==> config.mk <==
export PLATFORM = sky130hd
export DESIGN_NAME = cacheline_burst_responder_flat
export DESIGN_NICKNAME = d
export VERILOG_FILES = /design/src/rtl/burst_pkg.sv /design/src/rtl/cacheline_burst_responder_if.sv /design/src/rtl/line_beat_buffer.sv /design/src/rtl/cacheline_burst_responder.sv /design/src/flat_wrapper.sv
export SDC_FILE = /design/constraint.sdc
export NUM_CORES = 1
export LEC_CHECK = 0
export ABC_AREA = 1
export ABC_CLOCK_PERIOD_IN_PS = 4600
export BUFFER_PORTS_ARGS = -buffer_cell sky130_fd_sc_hd__buf_2
export CAP_MARGIN = 20
export CORE_AREA = 10 10 269 271
export CTS_BUF_LIST = sky130_fd_sc_hd__clkbuf_4
export DETAILED_ROUTE_END_ITERATION = 12
export DIE_AREA = 0 0 279 281
export GPL_ROUTABILITY_DRIVEN = 0
export GPL_TIMING_DRIVEN = 0
export SYNTH_ARGS = -nofsm -noshare
export SYNTH_HDL_FRONTEND = slang
export SYNTH_HIERARCHICAL = 1
export SYNTH_SLANG_ARGS = --single-unit
==> constraint.sdc <==
create_clock -name clk -period 4.6 [get_ports clk]
set_input_delay 0.23 -clock clk [delete_from_list [all_inputs] [get_ports clk]]
set_output_delay 0.23 -clock clk [all_outputs]
set_load 0.03 [all_outputs]
==> src/rtl/burst_pkg.sv <==
// Shared constants and types for the cache-line burst responder.
//   LINE_W   : cache line width in bits
//   BEAT_W   : memory beat width in bits
//   ADDR_W   : byte address width
//   BEATS    : beats per line
//   OFFSET_W : byte-offset bits inside one line
//   CNT_W    : width of the beat counter
//   ALIGN_MASK : clears the byte-offset bits of an address
package burst_pkg;

  localparam int LINE_W   = 256;
  localparam int BEAT_W   = 64;
  localparam int ADDR_W   = 32;
  localparam int BEATS    = LINE_W / BEAT_W;
  localparam int OFFSET_W = $clog2(LINE_W / 8);
  localparam int CNT_W    = (BEATS > 1) ? $clog2(BEATS) : 1;

  localparam logic [ADDR_W-1:0] ALIGN_MASK = ~ADDR_W'((1 << OFFSET_W) - 1);

  typedef enum logic [1:0] {
    IDLE     = 2'd0,
    RD_BURST = 2'd1,
    WR_BURST = 2'd2,
    DONE     = 2'd3
  } burst_state_t;

endpackage

==> src/rtl/cacheline_burst_responder_if.sv <==
// Bundle of the cache-side (pmem_*) and memory-side (mem_*) signals of the
// burst responder.
//   slave  : the responder's view (takes pmem requests and mem beats,
//            drives the pmem completion and the mem burst)
//   master : the environment's view (cache controller plus memory model)
interface cacheline_burst_responder_if;
  import burst_pkg::*;

  // cache side
  logic              pmem_read;
  logic              pmem_write;
  logic [ADDR_W-1:0] pmem_address;
  logic [LINE_W-1:0] pmem_wdata;
  logic [LINE_W-1:0] pmem_rdata;
  logic              pmem_resp;

  // memory side
  logic              mem_read;
  logic              mem_write;
  logic [ADDR_W-1:0] mem_address;
  logic [BEAT_W-1:0] mem_wdata;
  logic [BEAT_W-1:0] mem_rdata;
  logic              mem_resp;

  modport slave (
    input  pmem_read, pmem_write, pmem_address, pmem_wdata, mem_rdata, mem_resp,
    output pmem_rdata, pmem_resp, mem_read, mem_write, mem_address, mem_wdata
  );

  modport master (
    output pmem_read, pmem_write, pmem_address, pmem_wdata, mem_rdata, mem_resp,
    input  pmem_rdata, pmem_resp, mem_read, mem_write, mem_address, mem_wdata
  );

endinterface

==> src/rtl/line_beat_buffer.sv <==
// One cache line of storage, loaded either as a whole line (write requests)
// or one beat at a time (read bursts).
//   clk, rst   : clock, asynchronous active-low reset
//   load_line  : load line_in into the whole buffer (wins over beat_we)
//   line_in    : full line to load
//   beat_we    : write beat_in into beat slot beat_idx
//   beat_idx   : beat slot for both the write and the read port
//   beat_in    : beat to write
//   beat_out   : beat slot beat_idx of the buffer
//   line_out   : whole buffer
module line_beat_buffer
  import burst_pkg::*;
(
  input  logic              clk,
  input  logic              rst,
  input  logic              load_line,
  input  logic [LINE_W-1:0] line_in,
  input  logic              beat_we,
  input  logic [CNT_W-1:0]  beat_idx,
  input  logic [BEAT_W-1:0] beat_in,
  output logic [BEAT_W-1:0] beat_out,
  output logic [LINE_W-1:0] line_out
);

  logic [LINE_W-1:0] line_q, line_d;

  always_comb begin
    // NOTE: assigning the hold value first means every path assigns line_d,
    // so no latch is inferred.
    line_d = line_q;
    if (load_line) begin
      line_d = line_in;
    end else if (beat_we) begin
      line_d[beat_idx*BEAT_W +: BEAT_W] = beat_in;
    end
  end

  // NOTE: this line store is a flop array, not a RAM macro, so it is reset;
  // pmem_rdata must read as zero after reset and a discarded partial line
  // must not leak into the next transaction.
  always_ff @(posedge clk or negedge rst) begin
    if (!rst) begin
      line_q <= '0;
    end else begin
      line_q <= line_d;
    end
  end

  assign beat_out = line_q[beat_idx*BEAT_W +: BEAT_W];
  assign line_out = line_q;

endmodule

==> src/rtl/cacheline_burst_responder.sv <==
// Memory-side responder for the cache's line interface. A line read is
// performed as BEATS memory read beats assembled into one line; a line write
// is split into BEATS memory write beats. A one-cycle pmem_resp follows the
// last beat. All outputs decode from registered state.
//   clk, rst : clock, asynchronous active-low reset
//   bus      : slave view of the pmem_* / mem_* signal bundle
module cacheline_burst_responder
  import burst_pkg::*;
(
  input  logic                        clk,
  input  logic                        rst,
  cacheline_burst_responder_if.slave  bus
);

  burst_state_t      state_q, state_d;
  logic [CNT_W-1:0]  cnt_q, cnt_d;
  logic [ADDR_W-1:0] addr_q, addr_d;
  logic              load_line;
  logic              beat_we;
  logic              last_beat;
  logic [BEAT_W-1:0] beat_rd;
  logic [LINE_W-1:0] line_rd;

  assign last_beat = (cnt_q == CNT_W'(BEATS - 1));

  always_comb begin
    state_d   = state_q;
    cnt_d     = cnt_q;
    addr_d    = addr_q;
    load_line = 1'b0;
    beat_we   = 1'b0;
    unique case (state_q)
      IDLE: begin
        // Write has priority; a simultaneous read waits for a later IDLE cycle.
        if (bus.pmem_write) begin
          addr_d    = bus.pmem_address & ALIGN_MASK;
          cnt_d     = '0;
          load_line = 1'b1;
          state_d   = WR_BURST;
        end else if (bus.pmem_read) begin
          addr_d  = bus.pmem_address & ALIGN_MASK;
          cnt_d   = '0;
          state_d = RD_BURST;
        end
      end
      WR_BURST: begin
        if (bus.mem_resp) begin
          cnt_d = cnt_q + 1'b1;
          if (last_beat) state_d = DONE;
        end
      end
      RD_BURST: begin
        if (bus.mem_resp) begin
          beat_we = 1'b1;
          cnt_d   = cnt_q + 1'b1;
          if (last_beat) state_d = DONE;
        end
      end
      // The request is deliberately not sampled here, so a request still held
      // while pmem_resp pulses cannot chain straight into a new burst.
      DONE:    state_d = IDLE;
      default: state_d = IDLE;
    endcase
  end

  always_ff @(posedge clk or negedge rst) begin
    if (!rst) begin
      state_q <= IDLE;
      cnt_q   <= '0;
      addr_q  <= '0;
    end else begin
      // NOTE: non-blocking assignments so every flop samples the pre-edge
      // values, independent of statement order.
      state_q <= state_d;
      cnt_q   <= cnt_d;
      addr_q  <= addr_d;
    end
  end

  line_beat_buffer u_line_buf (
    .clk       (clk),
    .rst       (rst),
    .load_line (load_line),
    .line_in   (bus.pmem_wdata),
    .beat_we   (beat_we),
    .beat_idx  (cnt_q),
    .beat_in   (bus.mem_rdata),
    .beat_out  (beat_rd),
    .line_out  (line_rd)
  );

  assign bus.mem_read    = (state_q == RD_BURST);
  assign bus.mem_write   = (state_q == WR_BURST);
  assign bus.mem_address = addr_q;
  assign bus.mem_wdata   = (state_q == WR_BURST) ? beat_rd : '0;
  assign bus.pmem_resp   = (state_q == DONE);
  assign bus.pmem_rdata  = line_rd;

endmodule

==> src/flat_wrapper.sv <==
// flat-port wrapper written by rule: the top's interface ports become plain ports
module cacheline_burst_responder_flat import burst_pkg::*;
  (clk, rst, bus_pmem_read, bus_pmem_write, bus_pmem_address, bus_pmem_wdata, bus_mem_rdata, bus_mem_resp, bus_pmem_rdata, bus_pmem_resp, bus_mem_read, bus_mem_write, bus_mem_address, bus_mem_wdata);
  cacheline_burst_responder_if bus_i ();
  input  logic clk;
  input  logic rst;
  input wire logic [$bits(bus_i.pmem_read)-1:0] bus_pmem_read;
  input wire logic [$bits(bus_i.pmem_write)-1:0] bus_pmem_write;
  input wire logic [$bits(bus_i.pmem_address)-1:0] bus_pmem_address;
  input wire logic [$bits(bus_i.pmem_wdata)-1:0] bus_pmem_wdata;
  input wire logic [$bits(bus_i.mem_rdata)-1:0] bus_mem_rdata;
  input wire logic [$bits(bus_i.mem_resp)-1:0] bus_mem_resp;
  output wire logic [$bits(bus_i.pmem_rdata)-1:0] bus_pmem_rdata;
  output wire logic [$bits(bus_i.pmem_resp)-1:0] bus_pmem_resp;
  output wire logic [$bits(bus_i.mem_read)-1:0] bus_mem_read;
  output wire logic [$bits(bus_i.mem_write)-1:0] bus_mem_write;
  output wire logic [$bits(bus_i.mem_address)-1:0] bus_mem_address;
  output wire logic [$bits(bus_i.mem_wdata)-1:0] bus_mem_wdata;
  assign bus_i.pmem_read = bus_pmem_read;
  assign bus_i.pmem_write = bus_pmem_write;
  assign bus_i.pmem_address = bus_pmem_address;
  assign bus_i.pmem_wdata = bus_pmem_wdata;
  assign bus_i.mem_rdata = bus_mem_rdata;
  assign bus_i.mem_resp = bus_mem_resp;
  assign bus_pmem_rdata = bus_i.pmem_rdata;
  assign bus_pmem_resp = bus_i.pmem_resp;
  assign bus_mem_read = bus_i.mem_read;
  assign bus_mem_write = bus_i.mem_write;
  assign bus_mem_address = bus_i.mem_address;
  assign bus_mem_wdata = bus_i.mem_wdata;
  cacheline_burst_responder u_core (.clk(clk), .rst(rst), .bus(bus_i));
endmodule
Word level (Yosys, flattened, before mapping)
Index checks and enable logic that the tools add are counted.
{ "word_totals": {"out_inout_bits": 355, "in_bits": 357, "memories": 0, "latchBits": 0, "ram_bits": 0, "romBits": 0, "ff_bits": 292} }
{ "op_classes": {"n_reduce_logical": 8, "addsub": 2, "mux": 19, "n_shift": 3, "mul": 0, "div_mod_pow": 0, "bitwise_logic": 0, "n_eq_ne": 7, "order_cmp": 0} }
{ "op_table": {"columns": ["cell", "n"], "rows": [
  ["$mux 256", 2],
  ["$bwmux 256", 1],
  ["$shift 64x34->256 const A", 1],
  ["$shiftx 256x9->64", 1],
  ["$shiftx 64x34->256", 1],
  ["$mux 32", 2],
  ["$mux 64", 1],
  ["$neg 8->34", 1],
  ["$mux 2", 7],
  ["$eq 2x2->1 const B", 3],
  ["$pmux 2 s3", 1],
  ["$reduce_and 3->1", 2],
  ["$reduce_bool 2->1", 3],
  ["$mux 1", 4],
  ["$ne 2x1->1 const B", 2],
  ["$pmux 2 s2", 1],
  ["$ne 3x3->1 const B", 1],
  ["$add 2x1->2 const B", 1],
  ["$eq 2x1->1 const B", 1],
  ["$logic_not 2->1", 1],
  ["$reduce_and 2->1", 1],
  ["$reduce_or 2->1", 1]
]} }

Longest topological paths before layout
Gate-level depths: netlist (run 1).
{ "logic_depth": {"ltp_word": 5, "depth_mapped": 13} }

Modules after synthesis
The synthesis (run 1) kept the hierarchy.
{ "modules_own_cells": {"columns": ["module", "instances", "cells_each", "area_each_um2"], "rows": [
  ["line_beat_buffer", 1, 2921, 17748.3],
  ["cacheline_burst_responder", 1, 305, 1955.6]
]} }

Worst setup path before layout (run 1)
Ideal clock, no wire load.
{ "synth_path": {"path_type": "register to register", "start": "reg u_core.cnt_q[0]", "end": "reg u_core.u_line_buf.line_q[100], in the netlist u_core/u_line_buf/line_out[100]", "required_time_ns": 4.484, "arrival_time_ns": 2.104, "setup_time_ns": 0.116, "period_less_slack_ns": 2.220, "slack_ns": 2.380, "stages_incl_launch_ff": 13, "cell_sequence": "dfrtp_1 > buf_4 > inv_2 > buf_6 > buf_6 > buf_2 > ha_1 > inv_1 > buf_2 > clkbuf_1 > nor2_1 > nand2_1 > nand2_1"} }
{ "synth_between": {"elab_chain_cells": 5} }
{ "synth_lines": {"columns": ["element", "line", "rtl"], "rows": [
  ["start: declaration", "cacheline_burst_responder.sv:16", "logic [CNT_W-1:0] cnt_q, cnt_d;"],
  ["start signal: assignment", "cacheline_burst_responder.sv:75", "cnt_q <= cnt_d;"],
  ["$neg 8->34 (*)", "line_beat_buffer.sv:34", "line_d[beat_idx*BEAT_W +: BEAT_W] = beat_in;"],
  ["$shiftx 64x34->256 / $shift 64x34->256 (equally long branches)", "line_beat_buffer.sv:34", null],
  ["$bwmux 256 (*)", "line_beat_buffer.sv:34", null],
  ["$mux 256 (*)", "line_beat_buffer.sv:33", "end else if (beat_we) begin"],
  ["$mux 256 (*)", "line_beat_buffer.sv:31", "if (load_line) begin"],
  ["end signal: assignment", "line_beat_buffer.sv:45", "line_q <= line_d;"],
  ["end: declaration", "line_beat_buffer.sv:25", "logic [LINE_W-1:0] line_q, line_d;"]
]} }
Mark *: on every way between the ends. The rest lies on a longest branch, timed or not. The select of a mux whose other input is x is not followed.
A chain may end at the register's enable or synchronous reset.

Final worst setup path (run 1)
{ "layout_path": {"start": "reg u_core.cnt_q[0]", "end": "reg u_core.u_line_buf.line_q[81], in the netlist u_core/u_line_buf/line_out[81]"} }
The elaborated chain is that of the path after synthesis.

==> tab_implementation.tex, run 1 <==
\begin{tabular}{lr}
\hline
Metric & Value \\
\hline
\multicolumn{2}{l}{\textbf{Logic synthesis}} \\
\quad EDFF count, synth & 0 \\
\quad Sequential element share of the synthesized area & 0.364 \\
\quad Count of state elements after synthesis & 287 \\
\quad Synth async-reset ratio & 1.00 \\
\quad Top flip-flop cell by instance count after synthesis & dfrtp\_1 \\
\quad Avg Cell Area, Syn & 6.11 µm² \\
\quad Number of distinct library cells after synthesis & 25 \\
\quad Warnings, synthesis & 6 \\
\quad Netlist area before placement & 19,700 µm² \\
\quad Cell count after synthesis & 3,226 \\
\multicolumn{2}{l}{\textbf{Floorplan}} \\
\quad Die Outline Area & between 70,000 and 80,000 µm² \\
\quad Number of cell rows & between 90 and 100 \\
\quad IO Pins & 712 \\
\quad Core Footprint & 66,800 µm² \\
\quad Initial core utilization & 0.295 \\
\quad Die X & approximately 280 µm \\
\quad Die height & 281 µm \\
\multicolumn{2}{l}{\textbf{Route}} \\
\quad First-pass DRT Iterations & 6 \\
\quad Routed Wire Length & 135,000 µm \\
\quad Detailed-route vias per instance & around 5.1 \\
\quad Iteration-0 DRC count of the detailed router & 3,377 \\
\quad Wire length per cell after detailed routing & between 20 and 25 µm \\
\quad Total number of vias & roughly 28,000 \\
\quad Routed Antenna Nets & 0 \\
\quad Drc violations & 0 \\
\multicolumn{2}{l}{\textbf{Cells and area}} \\
\quad Seq. cell area & 7180 µm² \\
\quad Final nets & 4,995 \\
\quad Final Core Density & 0.474 \\
\quad Final design area excluding fillers & 31,700 µm² \\
\quad Filler instances & 6,865 \\
\quad Area growth from synthesis to layout & 60.8\% \\
\quad Multi-input gate area & 9630 µm² \\
\quad Share of layout cells above drive strength 1 & 0.222 \\
\multicolumn{2}{l}{\textbf{Setup path}} \\
\quad Setup crit start kind & flip-flop \\
\quad Worst reg2reg path depth & 13 \\
\quad Crit path max-delay cell type & clkbuf\_1 \\
\quad Reg2Reg Setup Slack & 0.21 ns \\
\quad Worst Setup SP & u\_core/cnt\_q[0] \\
\quad Highest fanout seen on the critical path & 12 \\
\quad Chain of cells forming the critical path & buf\_4, inv\_2, buf\_6, buf\_6, buf\_2, ha\_1, inv\_1, buf\_2, clkbuf\_1, nor2\_1, nand2\_1, nand2\_1, dlygate4sd3\_1 \\
\quad Data arrival time of the worst path & between 5 and 6 ns \\
\quad Critical register-to-register path endpoint & u\_core/u\_line\_buf/line\_out[81] \\
\quad Kind of capture point of the worst setup path & flip-flop \\
\quad Critical R2R Launch & u\_core/cnt\_q[0] \\
\quad Critical path capture point & u\_core/u\_line\_buf/line\_out[81] \\
\quad Setup Crit Path Kind & flip-flop to flip-flop \\
\quad Required time at the endpoint of the critical path & 5.31 ns \\
\quad CP peak stage delay & 0.69 ns \\
\multicolumn{2}{l}{\textbf{Clock network}} \\
\quad Total setup buffers inserted after CTS & 0 \\
\quad CTS H-Tree Depth & 3 \\
\quad Sinks on the clock net & about 290 \\
\quad Root buf cell & clkbuf\_4 \\
\quad Num CTS Buffers & 91 \\
\quad Number of buffers between clock root and the deepest sink & 3 \\
\quad TritonCTS clock tree & done \\
\quad Clk\_lat worst skew & 0.88 ns \\
\quad CTS clk-pin slew, worst paths & about 0.06 ns \\
\multicolumn{2}{l}{\textbf{Outcome}} \\
\quad Status & finished, final reports clean \\
\multicolumn{2}{l}{\textbf{Global route}} \\
\quad Number of antenna violations at the first check in global routing & 9 \\
\quad Total congestion overflow after global routing & 0 \\
\quad Maximum number of pins on one net before global-route repair & 109 \\
\quad Global router's overall resource usage & 0.331 \\
\quad Wire length of the first global-routing pass & between 150,000 and 200,000 µm \\
\quad Via count of the first global-routing pass & 27,848 \\
\multicolumn{2}{l}{\textbf{STA}} \\
\quad Setup repair after global routing missed its margin & no \\
\quad Final setup violation count & 0 \\
\quad Final critical-path required period & 4.39 ns \\
\quad Rel. slew slack & 0.227 \\
\quad Final total negative setup slack & 0 ns \\
\quad Final setup slack of the worst path & 0.211 ns \\
\quad Fmax & 228 MHz \\
\quad Final period util & 0.954 \\
\quad Max-slew violation count & 0 \\
\quad Worst Clk Skew & 0.0491 ns \\
\quad Final hold violation count & 0 \\
\quad Post-Route Hold Slack & 0.272 ns \\
\quad Transition time of the tightest slew-check pin & 1.16 ns \\
\multicolumn{2}{l}{\textbf{Placement}} \\
\quad Port Buffers & 701 \\
\quad Standard cell area after detailed placement & $\sim$25,000 µm² \\
\quad Half-perimeter wire length after placement & 96,600 µm \\
\quad Worst setup timing slack at the placement stage & $\sim$0.86 ns \\
\multicolumn{2}{l}{\textbf{Flow run}} \\
\quad Max-capacitance violation count & 0 \\
\multicolumn{2}{l}{\textbf{Power}} \\
\quad Maximum VDD drop & 0.000470 V \\
\quad Cell area power density & 761 nW/µm² \\
\quad Static Leak & 18.4 nW \\
\multicolumn{2}{l}{\textbf{Hold path}} \\
\quad Min-Delay Path Class & primary input to flip-flop \\
\hline
\end{tabular}
==> cell usage in the layout, fill, tap and decap left out, types with 5 or more instances in the layout <==
| cell | Yosys | layout |
|---|---|---|
| dfrtp_1 | 287 | 287 |
| buf_2 | 111 | 811 |
| nor2_1 | 322 | 322 |
| clkbuf_1 | 57 | 55 |
| inv_1 | 434 | 434 |
| clkbuf_4 | 0 | 118 |
| buf_6 | 15 | 15 |
| buf_16 | 0 | 10 |
| nand2_2 | 5 | 5 |
| o211ai_1 | 64 | 64 |
| nand3_1 | 388 | 388 |
| buf_8 | 1 | 20 |
| nand2_1 | 1324 | 1324 |
| o21ai_0 | 89 | 89 |
| buf_4 | 37 | 37 |
| conb_1 | 1 | 5 |
| ha_1 | 11 | 11 |
| a21oi_1 | 55 | 55 |
| dlygate4sd3_1 | 0 | 575 |
| buf_1 | 8 | 8 |
| clkinv_1 | 0 | 18 |
==> worst min-delay path by stage <==
stage	endpoint	from	slack [ns]	depth (start not counted)
after floorplan	u_core/bus.mem_address[10]	rst	-0.07	0
after global routing	u_core/u_line_buf/line_out[150]	bus_mem_rdata[22]	0.25	6
after CTS	u_core/u_line_buf/line_out[18]	bus_mem_rdata[18]	0.16	6
final	u_core/u_line_buf/line_out[146]	bus_mem_rdata[18]	0.27	6
after detailed placement	u_core/bus.mem_address[24]	rst	0.34	1
after global placement	u_core/bus.mem_address[20]	u_core/bus.mem_address[20]	0.46	2
==> layer usage <==
layer	track usage	vias to the layer above	wire [µm]
met5	0	-	19
met4	0.220	2	9650
met3	0.0812	454	14800
met2	0.539	2070	61700
met1	0.384	13004	48800
li1	-	12661	-
==> logic make-up (layout without fill, tap and decap cells) <==
group	after synthesis	after routing	share of synthesized area
flops	287	287	0.364
buf+inv	667	2116	0.148
other cells	1	9	0.000190
simple gates	2048	2048	0.418
compound gates	212	212	0.0625
fa+ha+maj	11	11	0.00698
==> cell type report <==
class	count	share of cell area
Antenna cell	4	0.000316
Buffer	231	0.0402
Clock buffer	118	0.0280
Clock inverter	27	0.00470
Inverter	436	0.0517
Multi-Input combinational cell	2276	0.304
Sequential cell	287	0.227
Tap cell	873	0.0345
Timing Repair Buffer	1304	0.310
==> sequential cells by signal, indices dropped and copies added, names as in the netlist <==
| signal | cells |
|---|---|
| u_core/u_line_buf/line_out | 256 |
| u_core/bus.mem_address | 27 |
| u_core/cnt_q | 2 |
| u_core/state_q | 2 |
==> per-stage QoR <==
stage | instances | power (mW)
final | 5556 | 24.1
after CTS | 5551 | 23.7
after floorplan | 3230 | 12.9
after global routing | 5555 | 25.4
after global placement | 4804 | 18.4
after detailed placement | 4830 | 18.8
==> power by group <==
group | internal, mW | switching (mW) | leakage [nW]
Combinational | 5.77 | 10.9 | 14.2
Sequential | 3.72 | 1.23 | 3.59
Clock | 1.24 | 1.30 | 0.615
==> worst max-delay path, delay by kind of cell (launching register included) <==
family                   cells  cell delay (ns)
buffers and inverters        9             2.92
AND/OR/NAND/NOR              3             0.45
adder cells (fa/ha/maj)      1             0.38
flip-flops                   1             0.49
==> cell usage after synthesis (3+ instances only) <==
cell type     n  area share
nand2_2       5      0.0016
inv_1       434       0.083
dfrtp_1     287        0.36
nor2_1      322       0.061
clkbuf_1     57       0.011
buf_6        15      0.0086
a21oi_1      55       0.014
o21ai_1       3     0.00076
o21ai_0      89       0.023
o211ai_1     64       0.024
nand3_1     388       0.099
ha_1         11      0.0070
buf_2       111       0.028
nor2_2        4      0.0013
buf_1         8      0.0015
buf_4        37       0.014
nand2_1    1324        0.25
==> timing repair <==
action                    4_1_cts  5_1_grt
hold endpoints to repair      388        0
hold buffers                  576        0
resized for setup               0        0
Power figures use the tool's default switching activity.
==> run 2: changes to the inputs <==
--- a/config.mk
+++ b/config.mk
@@ -5,14 +5,14 @@
 export SDC_FILE = /design/constraint.sdc
 export NUM_CORES = 1
 export LEC_CHECK = 0
-export ABC_AREA = 1
+export ABC_AREA = 0
 export ABC_CLOCK_PERIOD_IN_PS = 4600
 export BUFFER_PORTS_ARGS = -buffer_cell sky130_fd_sc_hd__buf_2
 export CAP_MARGIN = 20
-export CORE_AREA = 10 10 269 271
+export CORE_AREA = 10 10 267 269
 export CTS_BUF_LIST = sky130_fd_sc_hd__clkbuf_4
 export DETAILED_ROUTE_END_ITERATION = 12
-export DIE_AREA = 0 0 279 281
+export DIE_AREA = 0 0 277 279
 export GPL_ROUTABILITY_DRIVEN = 0
 export GPL_TIMING_DRIVEN = 0
 export SYNTH_ARGS = -nofsm -noshare
==> run 2 against run 1 <==
  * Core utilization fell by 11 points
  * Maximum frequency rose by 8.3%
  * Combinational power is 36% lower
  * Global-route usage shrank 11 points
  * Hold slack got worse by 0.062 ns
  * Critical endpoint is now bus_mem_wdata[18]
  * Largest cell class unchanged
==> tab_implementation.tex, run 2 <==
\begin{tabular}{lr}
\hline
Metric & Value \\
\hline
\multicolumn{2}{l}{\textbf{Outcome}} \\
\quad Status & finished, final reports clean (unchanged) \\
\multicolumn{2}{l}{\textbf{Cells and area}} \\
\quad Flip-flop count of the largest register after layout & 256 (unchanged) \\
\quad Most frequent cells in the layout & buf\_2 (722), dlygate4sd3\_1 (370), dfrtp\_1 (287) (was nand2\_1 (1,324), buf\_2 (811), dlygate4sd3\_1 (575)) \\
\quad Share of layout cells above drive strength 1 & 0.418 (was 0.222) \\
\quad Final nets & 2,654 (was 4,995) \\
\quad Area growth from synthesis to layout & 66.6\% (was 60.8\%) \\
\quad Filler instances & 6,412 (was 6,865) \\
\quad Most common library cell in the layout ignoring fill and taps & buf\_2 (was nand2\_1) \\
\multicolumn{2}{l}{\textbf{Setup path}} \\
\quad Critical R2R Launch & u\_core/cnt\_q[0] (unchanged) \\
\quad Highest fanout seen on the critical path & 19 (was 12) \\
\quad Kind of capture point of the worst setup path & primary output (was flip-flop) \\
\quad Data arrival time of the worst path & 3.82 ns (was 5.10 ns) \\
\quad Setup Crit Path Kind & flip-flop to primary output (was flip-flop to flip-flop) \\
\quad Setup crit start kind & flip-flop (unchanged) \\
\quad Worst Setup SP & u\_core/cnt\_q[0] (unchanged) \\
\quad Required time at the endpoint of the critical path & 4.37 ns (was 5.31 ns) \\
\multicolumn{2}{l}{\textbf{STA}} \\
\quad Rel. slew slack & 0.211 (was 0.227) \\
\quad Final hold violation count & 0 (unchanged) \\
\quad Setup repair after global routing missed its margin & no (unchanged) \\
\quad Worst Clk Skew & 0.0489 ns (was 0.0491 ns) \\
\quad Final total negative setup slack & 0 ns (unchanged) \\
\quad Final setup slack of the worst path & 0.548 ns (was 0.211 ns) \\
\quad Transition time of the tightest slew-check pin & 1.18 ns (was 1.16 ns) \\
\quad Max-slew violation count & 0 (unchanged) \\
\quad Final setup violation count & 0 (unchanged) \\
\quad Post-Route Hold Slack & 0.209 ns (was 0.272 ns) \\
\quad Fmax & 247 MHz (was 228 MHz) \\
\quad Final critical-path required period & 4.05 ns (was 4.39 ns) \\
\quad Final period util & 0.881 (was 0.954) \\
\multicolumn{2}{l}{\textbf{Logic synthesis}} \\
\quad Share of the synthesized area in the top cell type & 0.495 (was 0.364) \\
\quad Synth async-reset ratio & 1.00 (unchanged) \\
\quad Warnings, synthesis & 6 (unchanged) \\
\quad Cell type with the highest aggregate area in the netlist & dfrtp\_1 (unchanged) \\
\quad Post-synth top cells & dfrtp\_1 (287), a21o\_1 (256), a22o\_1 (256) (was nand2\_1 (1,324), inv\_1 (434), nand3\_1 (388)) \\
\quad EDFF count, synth & 0 (unchanged) \\
\quad Count of state elements after synthesis & 287 (unchanged) \\
\quad Avg Cell Area, Syn & 13.1 µm² (was 6.11 µm²) \\
\quad Top flip-flop cell by instance count after synthesis & dfrtp\_1 (unchanged) \\
\quad Most common cell in the synthesized netlist & dfrtp\_1 (was nand2\_1) \\
\quad Cell count after synthesis & 1,111 (was 3,226) \\
\quad Sequential element share of the synthesized area & 0.495 (was 0.364) \\
\quad Number of distinct library cells after synthesis & 34 (was 25) \\
\quad Netlist area before placement & 14,500 µm² (was 19,700 µm²) \\
\quad Dominant cells by area after synthesis & dfrtp\_1 (49\%), a22o\_1 (15\%), a21o\_1 (13\%) (was dfrtp\_1 (36\%), nand2\_1 (25\%), nand3\_1 (9.9\%)) \\
\multicolumn{2}{l}{\textbf{Power}} \\
\quad Static Leak & 13.6 nW (was 18.4 nW) \\
\quad Cell area power density & 742 nW/µm² (was 761 nW/µm²) \\
\quad Overall power & 17.9 mW (was 24.1 mW) \\
\quad Maximum VDD drop & 0.000397 V (was 0.000470 V) \\
\multicolumn{2}{l}{\textbf{Route}} \\
\quad Total number of vias & 16,378 (was 28,191) \\
\quad Met3 Wirelength & 8820 µm (was 14,800 µm) \\
\quad Routed Antenna Nets & 0 (unchanged) \\
\quad Wire length on met2 & 43,900 µm (was 61,700 µm) \\
\quad Detailed-route vias per instance & 5.10 (was 5.07) \\
\quad First-pass DRT Iterations & 5 (was 6) \\
\quad Highest metal used & met5 (unchanged) \\
\quad Drc violations & 0 (unchanged) \\
\quad Wire length the detailed router placed on met1 & 32,800 µm (was 48,800 µm) \\
\quad Iteration-0 DRC count of the detailed router & 1,394 (was 3,377) \\
\quad Wire length per cell after detailed routing & 27.9 µm (was 24.3 µm) \\
\quad Routed Wire Length & 89,600 µm (was 135,000 µm) \\
\multicolumn{2}{l}{\textbf{Placement}} \\
\quad Port Buffers & 701 (unchanged) \\
\quad Half-perimeter wire length after placement & 65,900 µm (was 96,600 µm) \\
\quad Worst setup timing slack at the placement stage & 0.0723 ns (was 0.864 ns) \\
\multicolumn{2}{l}{\textbf{Hold path}} \\
\quad Min-Delay Path Class & primary input to flip-flop (unchanged) \\
\quad Start point of the worst hold path & bus\_pmem\_address[19] (was bus\_mem\_rdata[18]) \\
\multicolumn{2}{l}{\textbf{Floorplan}} \\
\quad IO Pins & 712 (unchanged) \\
\quad Initial core utilization & 0.221 (was 0.295) \\
\quad Die height & 279 µm (was 281 µm) \\
\quad Core Footprint & 65,600 µm² (was 66,800 µm²) \\
\quad Die X & 277 µm (was 279 µm) \\
\quad Number of cell rows & 94 (was 95) \\
\quad Die Outline Area & 77,300 µm² (was 78,400 µm²) \\
\multicolumn{2}{l}{\textbf{Clock network}} \\
\quad TritonCTS clock tree & done (unchanged) \\
\quad Total setup buffers inserted after CTS & 0 (unchanged) \\
\quad Num CTS Buffers & 86 (was 91) \\
\quad Root buf cell & clkbuf\_4 (unchanged) \\
\quad CTS clk-pin slew, worst paths & 0.06 ns (about the same) \\
\quad Sinks on the clock net & 287 (unchanged) \\
\quad Clk\_lat worst skew & 0.80 ns (was 0.88 ns) \\
\quad Number of gates resized after cts & 0 (unchanged) \\
\quad Number of buffers between clock root and the deepest sink & 3 (unchanged) \\
\quad CTS H-Tree Depth & 3 (unchanged) \\
\multicolumn{2}{l}{\textbf{Global route}} \\
\quad Global router's overall resource usage & 0.223 (was 0.331) \\
\quad Wire length of the first global-routing pass & 129,000 µm (was 189,000 µm) \\
\quad Via count of the first global-routing pass & 18,410 (was 27,848) \\
\quad Maximum number of pins on one net before global-route repair & 115 (was 109) \\
\quad Total congestion overflow after global routing & 0 (unchanged) \\
\quad Number of antenna violations at the first check in global routing & 11 (was 9) \\
\multicolumn{2}{l}{\textbf{Flow run}} \\
\quad Max-capacitance violation count & 0 (unchanged) \\
\hline
\end{tabular}
==> run 2: cell count changes after synthesis, sizes merged, moves of 27 or more <==
| cell | change |
|---|---|
| a21o | +256 |
| a21oi | -50 |
| a22o | +256 |
| and2 | +66 |
| buf | -134 |
| inv | -432 |
| mux2 | +27 |
| mux4 | +64 |
| nand2 | -1324 |
| nand3 | -387 |
| nor2 | -326 |
| o211ai | -64 |
| o21ai | -89 |
==> run 2: what timing repair did <==
item | CTS | global route
hold endpoints to repair | 574 | 0
hold buffers | 371 | 0
endpoints found under the setup margin | 0 | 20
==> run 2: final timing paths <==
check / endpoint / slack (ns) / cells past startpoint
max: bus_mem_wdata[18] / 0.55 / 6
min: u_core/bus.mem_address[19] / 0.21 / 3
max reg2reg: u_core/u_line_buf/line_out[238] / 0.72 / 10
min reg2reg: u_core/bus.mem_address[31] / 0.51 / 1
max in group asynchronous: u_core/u_line_buf/line_out[95] / 3.32 / 4
min in group asynchronous: u_core/bus.mem_address[12] / 0.64 / 4
==> run 2: per-layer routing <==
layer,GRT usage,up-vias
met5,0,-
met4,0.102,8
met3,0.0690,256
met2,0.384,1219
met1,0.251,8154
li1,-,6741
==> run 2: critical path, cell delays in order (launching register included) <==
cell and delay, ns:
dfrtp_1 0.46, buf_2 0.21, buf_4 0.52, buf_2 0.80, mux4_2 0.66, and2_1 0.18
buf_2 0.17
==> run 2: cells by family after synthesis <==
| family | synth area share |
|---|---|
| buf+inv | 0.0377 |
| simple gates | 0.0372 |
| other cells | 0.000258 |
| mux | 0.128 |
| flops | 0.495 |
| fa+ha+maj | 0.00948 |
| compound gates | 0.293 |
==> run 2: final cells by class <==
type	instances	area [µm²]	area share
Multi-Input combinational cell	716	6810	0.282
Timing Repair Buffer	1085	7500	0.310
Clock inverter	23	150	0.00621
Antenna cell	12	30.0	0.00124
Inverter	4	15.0	0.000621
Tap cell	864	1080	0.0447
Buffer	106	527	0.0218
Sequential cell	287	7180	0.297
Clock buffer	117	878	0.0363
==> run 2: report_power, final <==
| group | total, mW | internal (mW) | switching [mW] |
|---|---|---|---|
| logic | 10.7 | 4.33 | 6.35 |
| registers | 4.80 | 3.68 | 1.12 |
| clock network | 2.45 | 1.27 | 1.18 |
| total | 17.9 | 9.28 | 8.65 |
==> run 2: through the flow <==
stage               std cells  area, µm²   util
floorplan                1115      14500      -
global placement         2680      19100  0.291
detailed placement       2693      19400  0.295
CTS                      3204      24200  0.368
global route             3211      24200  0.368
finish                   3214      24200  0.368
==> run 3: changes to the inputs <==
--- a/config.mk
+++ b/config.mk
@@ -15,6 +15,8 @@
 export DIE_AREA = 0 0 277 279
 export GPL_ROUTABILITY_DRIVEN = 0
 export GPL_TIMING_DRIVEN = 0
+export MAX_ROUTING_LAYER = met4
+export SKIP_CTS_REPAIR_TIMING = 1
 export SYNTH_ARGS = -nofsm -noshare
 export SYNTH_HDL_FRONTEND = slang
 export SYNTH_HIERARCHICAL = 1
==> run 3 against run 2 <==
  * Via count about the same
  * Hold slack got worse by 0.15 ns
  * Flip-flop and latch count stayed put
  * Combinational power about the same
  * Cell area is 0.30% lower
  * Clock skew shrank 0.0012 ns
  * Die area stayed put
  * Wire length grew 0.15%
  * Clock power about the same
  * Critical path depth grew 4
  * Global-route usage down 0.77 points
  * Core utilization is 0.11 points lower
==> tab_implementation.tex, run 3 (synthesis gave the netlist of run 2 again) <==
\begin{tabular}{lr}
\hline
Metric & Value \\
\hline
\multicolumn{2}{l}{\textbf{Setup path}} \\
\quad Highest fanout seen on the critical path & 10 (was 19) \\
\quad Crit path max-delay cell type & nor4\_4 (was buf\_2) \\
\quad Required time at the endpoint of the critical path & 5.31 ns (was 4.37 ns) \\
\quad Critical register-to-register path endpoint & u\_core/u\_line\_buf/line\_out[62] (was u\_core/u\_line\_buf/line\_out[238]) \\
\quad Critical path capture point & u\_core/u\_line\_buf/line\_out[62] (was bus\_mem\_wdata[18]) \\
\quad Critical R2R Launch & u\_core/cnt\_q[1] (was u\_core/cnt\_q[0]) \\
\quad Number of buffers and inverters on the critical path & 7 (was 4) \\
\quad CP top delay family & buffers and inverters (unchanged) \\
\quad Kind of capture point of the worst setup path & flip-flop (was primary output) \\
\quad Count of cell instances traversed by the critical path & 10 (was 6) \\
\quad Worst reg2reg path depth & 10 (unchanged) \\
\quad Chain of cells forming the critical path & clkbuf\_1, buf\_8, clkbuf\_2, inv\_1, ha\_1, nor4\_4, buf\_6, buf\_6, a21o\_1, dlygate4sd3\_1 (was buf\_2, buf\_4, buf\_2, mux4\_2, and2\_1, buf\_2) \\
\quad Setup Crit Path Kind & flip-flop to flip-flop (was flip-flop to primary output) \\
\quad Worst Setup SP & u\_core/cnt\_q[1] (was u\_core/cnt\_q[0]) \\
\quad Setup crit start kind & flip-flop (unchanged) \\
\quad Crit path top cell by count & buf\_6 (was buf\_2) \\
\quad Reg2Reg Setup Slack & 0.16 ns (was 0.72 ns) \\
\quad Data arrival time of the worst path & 5.15 ns (was 3.82 ns) \\
\quad CP peak stage delay & 0.80 ns (about the same) \\
\multicolumn{2}{l}{\textbf{Floorplan}} \\
\quad Die X & 277 µm (unchanged) \\
\quad Number of cell rows & 94 (unchanged) \\
\quad Die Outline Area & 77,300 µm² (unchanged) \\
\quad IO Pins & 712 (unchanged) \\
\quad Core Footprint & 65,600 µm² (unchanged) \\
\quad Initial core utilization & 0.221 (unchanged) \\
\quad Die height & 279 µm (unchanged) \\
\multicolumn{2}{l}{\textbf{STA}} \\
\quad Rel. slew slack & 0.289 (was 0.211) \\
\quad Fmax & 225 MHz (was 247 MHz) \\
\quad Final setup violation count & 0 (unchanged) \\
\quad Final critical-path required period & 4.44 ns (was 4.05 ns) \\
\quad Worst Clk Skew & 0.0477 ns (was 0.0489 ns) \\
\quad Final hold violation count & 0 (unchanged) \\
\quad Transition time of the tightest slew-check pin & 1.07 ns (was 1.18 ns) \\
\quad Final period util & 0.965 (was 0.881) \\
\quad Setup repair after global routing missed its margin & no (unchanged) \\
\quad Max-slew violation count & 0 (unchanged) \\
\multicolumn{2}{l}{\textbf{Placement}} \\
\quad Port Buffers & 701 (unchanged) \\
\quad Half-perimeter wire length after placement & 65,900 µm (unchanged) \\
\multicolumn{2}{l}{\textbf{Route}} \\
\quad First-pass DRT Iterations & 5 (unchanged) \\
\quad Routed Antenna Nets & 0 (unchanged) \\
\quad Detailed-route vias per instance & 5.10 (about the same) \\
\quad Wire length per cell after detailed routing & 27.9 µm (about the same) \\
\quad Iteration-0 DRC count of the detailed router & 1,350 (was 1,394) \\
\quad Routed Wire Length & 89,700 µm (was 89,600 µm) \\
\quad Total number of vias & 16,392 (was 16,378) \\
\quad Drc violations & 0 (unchanged) \\
\multicolumn{2}{l}{\textbf{Power}} \\
\quad Cell area power density & 740 nW/µm² (was 742 nW/µm²) \\
\quad Maximum VDD drop & 0.000418 V (was 0.000397 V) \\
\quad Static Leak & 13.6 nW (about the same) \\
\quad Overall power & 17.8 mW (was 17.9 mW) \\
\multicolumn{2}{l}{\textbf{Cells and area}} \\
\quad Final Core Density & 0.367 (was 0.368) \\
\quad Flip-flop count of the largest register after layout & 256 (unchanged) \\
\quad Final nets & 2,646 (was 2,654) \\
\quad Seq. cell area & 7180 µm² (unchanged) \\
\quad Filler instances & 6,387 (was 6,412) \\
\quad Share of layout cells above drive strength 1 & 0.421 (was 0.418) \\
\quad Most frequent cells in the layout & buf\_2 (723), dlygate4sd3\_1 (360), dfrtp\_1 (287) (was buf\_2 (722), dlygate4sd3\_1 (370), dfrtp\_1 (287)) \\
\quad Most common library cell in the layout ignoring fill and taps & buf\_2 (unchanged) \\
\quad Area growth from synthesis to layout & 66.1\% (was 66.6\%) \\
\quad Multi-input gate area & 6810 µm² (about the same) \\
\multicolumn{2}{l}{\textbf{Global route}} \\
\quad Number of antenna violations at the first check in global routing & 14 (was 11) \\
\quad Total congestion overflow after global routing & 0 (unchanged) \\
\quad Maximum number of pins on one net before global-route repair & 115 (unchanged) \\
\quad Wire length of the first global-routing pass & 119,000 µm (was 129,000 µm) \\
\quad Global router's overall resource usage & 0.216 (was 0.223) \\
\quad Via count of the first global-routing pass & 16,122 (was 18,410) \\
\multicolumn{2}{l}{\textbf{Clock network}} \\
\quad Num CTS Buffers & 86 (unchanged) \\
\quad Root buf cell & clkbuf\_4 (unchanged) \\
\quad Clk\_lat worst skew & 0.80 ns (about the same) \\
\quad Number of buffers between clock root and the deepest sink & 3 (unchanged) \\
\quad CTS clk-pin slew, worst paths & 0.06 ns (about the same) \\
\quad TritonCTS clock tree & done (unchanged) \\
\quad CTS H-Tree Depth & 3 (unchanged) \\
\quad Sinks on the clock net & 287 (unchanged) \\
\multicolumn{2}{l}{\textbf{Flow run}} \\
\quad Max-capacitance violation count & 0 (unchanged) \\
\multicolumn{2}{l}{\textbf{Outcome}} \\
\quad Status & finished, final reports clean (unchanged) \\
\multicolumn{2}{l}{\textbf{Hold path}} \\
\quad Min-Delay Path Class & primary input to async pin (was primary input to flip-flop) \\
\hline
\end{tabular}
-- run 3: cell types whose count changed in the layout (fill, tap and decap cells not counted) --
| cell | delta |
|---|---|
| nor2_4 | +1 |
| diode_2 | +5 |
| buf_2 | +1 |
| dlygate4sd3_1 | -10 |
| clkbuf_2 | +1 |
| nor2_2 | -1 |
-- run 3: layout make-up --
type,instances,share of cell area
Timing Repair Buffer,1075,0.307
Buffer,108,0.0223
Antenna cell,17,0.00177
Tap cell,864,0.0449
Sequential cell,287,0.298
Multi-Input combinational cell,716,0.283
Clock inverter,23,0.00623
Inverter,4,0.000623
Clock buffer,117,0.0364
-- run 3: layer usage --
| metal | global-route usage | part of all wire | vias up |
|---|---|---|---|
| li1 | - | - | 6736 |
| met1 | 0.244 | 0.38 | 8165 |
| met2 | 0.358 | 0.49 | 1237 |
| met3 | 0.0612 | 0.091 | 254 |
| met4 | 0.0842 | 0.043 | 0 |
| met5 | - | 0 | - |
-- run 3: worst min-delay path by stage --
stage,slack (ns),endpoint,start
2_1_floorplan,-0.07,u_core/bus.mem_address[10],rst
3_3_place_gp,0.46,u_core/bus.mem_address[15],bus_pmem_address[15]
3_5_place_dp,0.21,u_core/u_line_buf/line_out[59],rst
4_1_cts,-0.74,u_core/u_line_buf/line_out[61],rst
5_1_grt,-0.02,u_core/u_line_buf/line_out[253],rst
6_report,0.06,u_core/bus.mem_address[12],rst
-- run 3: power breakdown --
part / switching [mW] / internal (mW)
clock: 1.19 / 1.27
sequential: 1.12 / 3.68
combinational: 6.35 / 4.23
-- run 3: worst min-delay path: cells and delay by family --
family | cells | cell delay [ns]
buf+inv | 3 | 1.02
-- run 3: stage by stage --
stage               cell area, µm²  hold WS (ns)  setup slack (ns)  cells  setup TNS [ns]
finish                       24100        0.0630             0.160   3211               0
detailed placement           19400         0.214            0.0723   2693               0
global route                 24100       -0.0170           0.00507   3209               0
CTS                          20400        -0.735          0.000274   2833               0
floorplan                    14500       -0.0656              2.11   1115               0
global placement             19100         0.462             -2.30   2680         -826.60
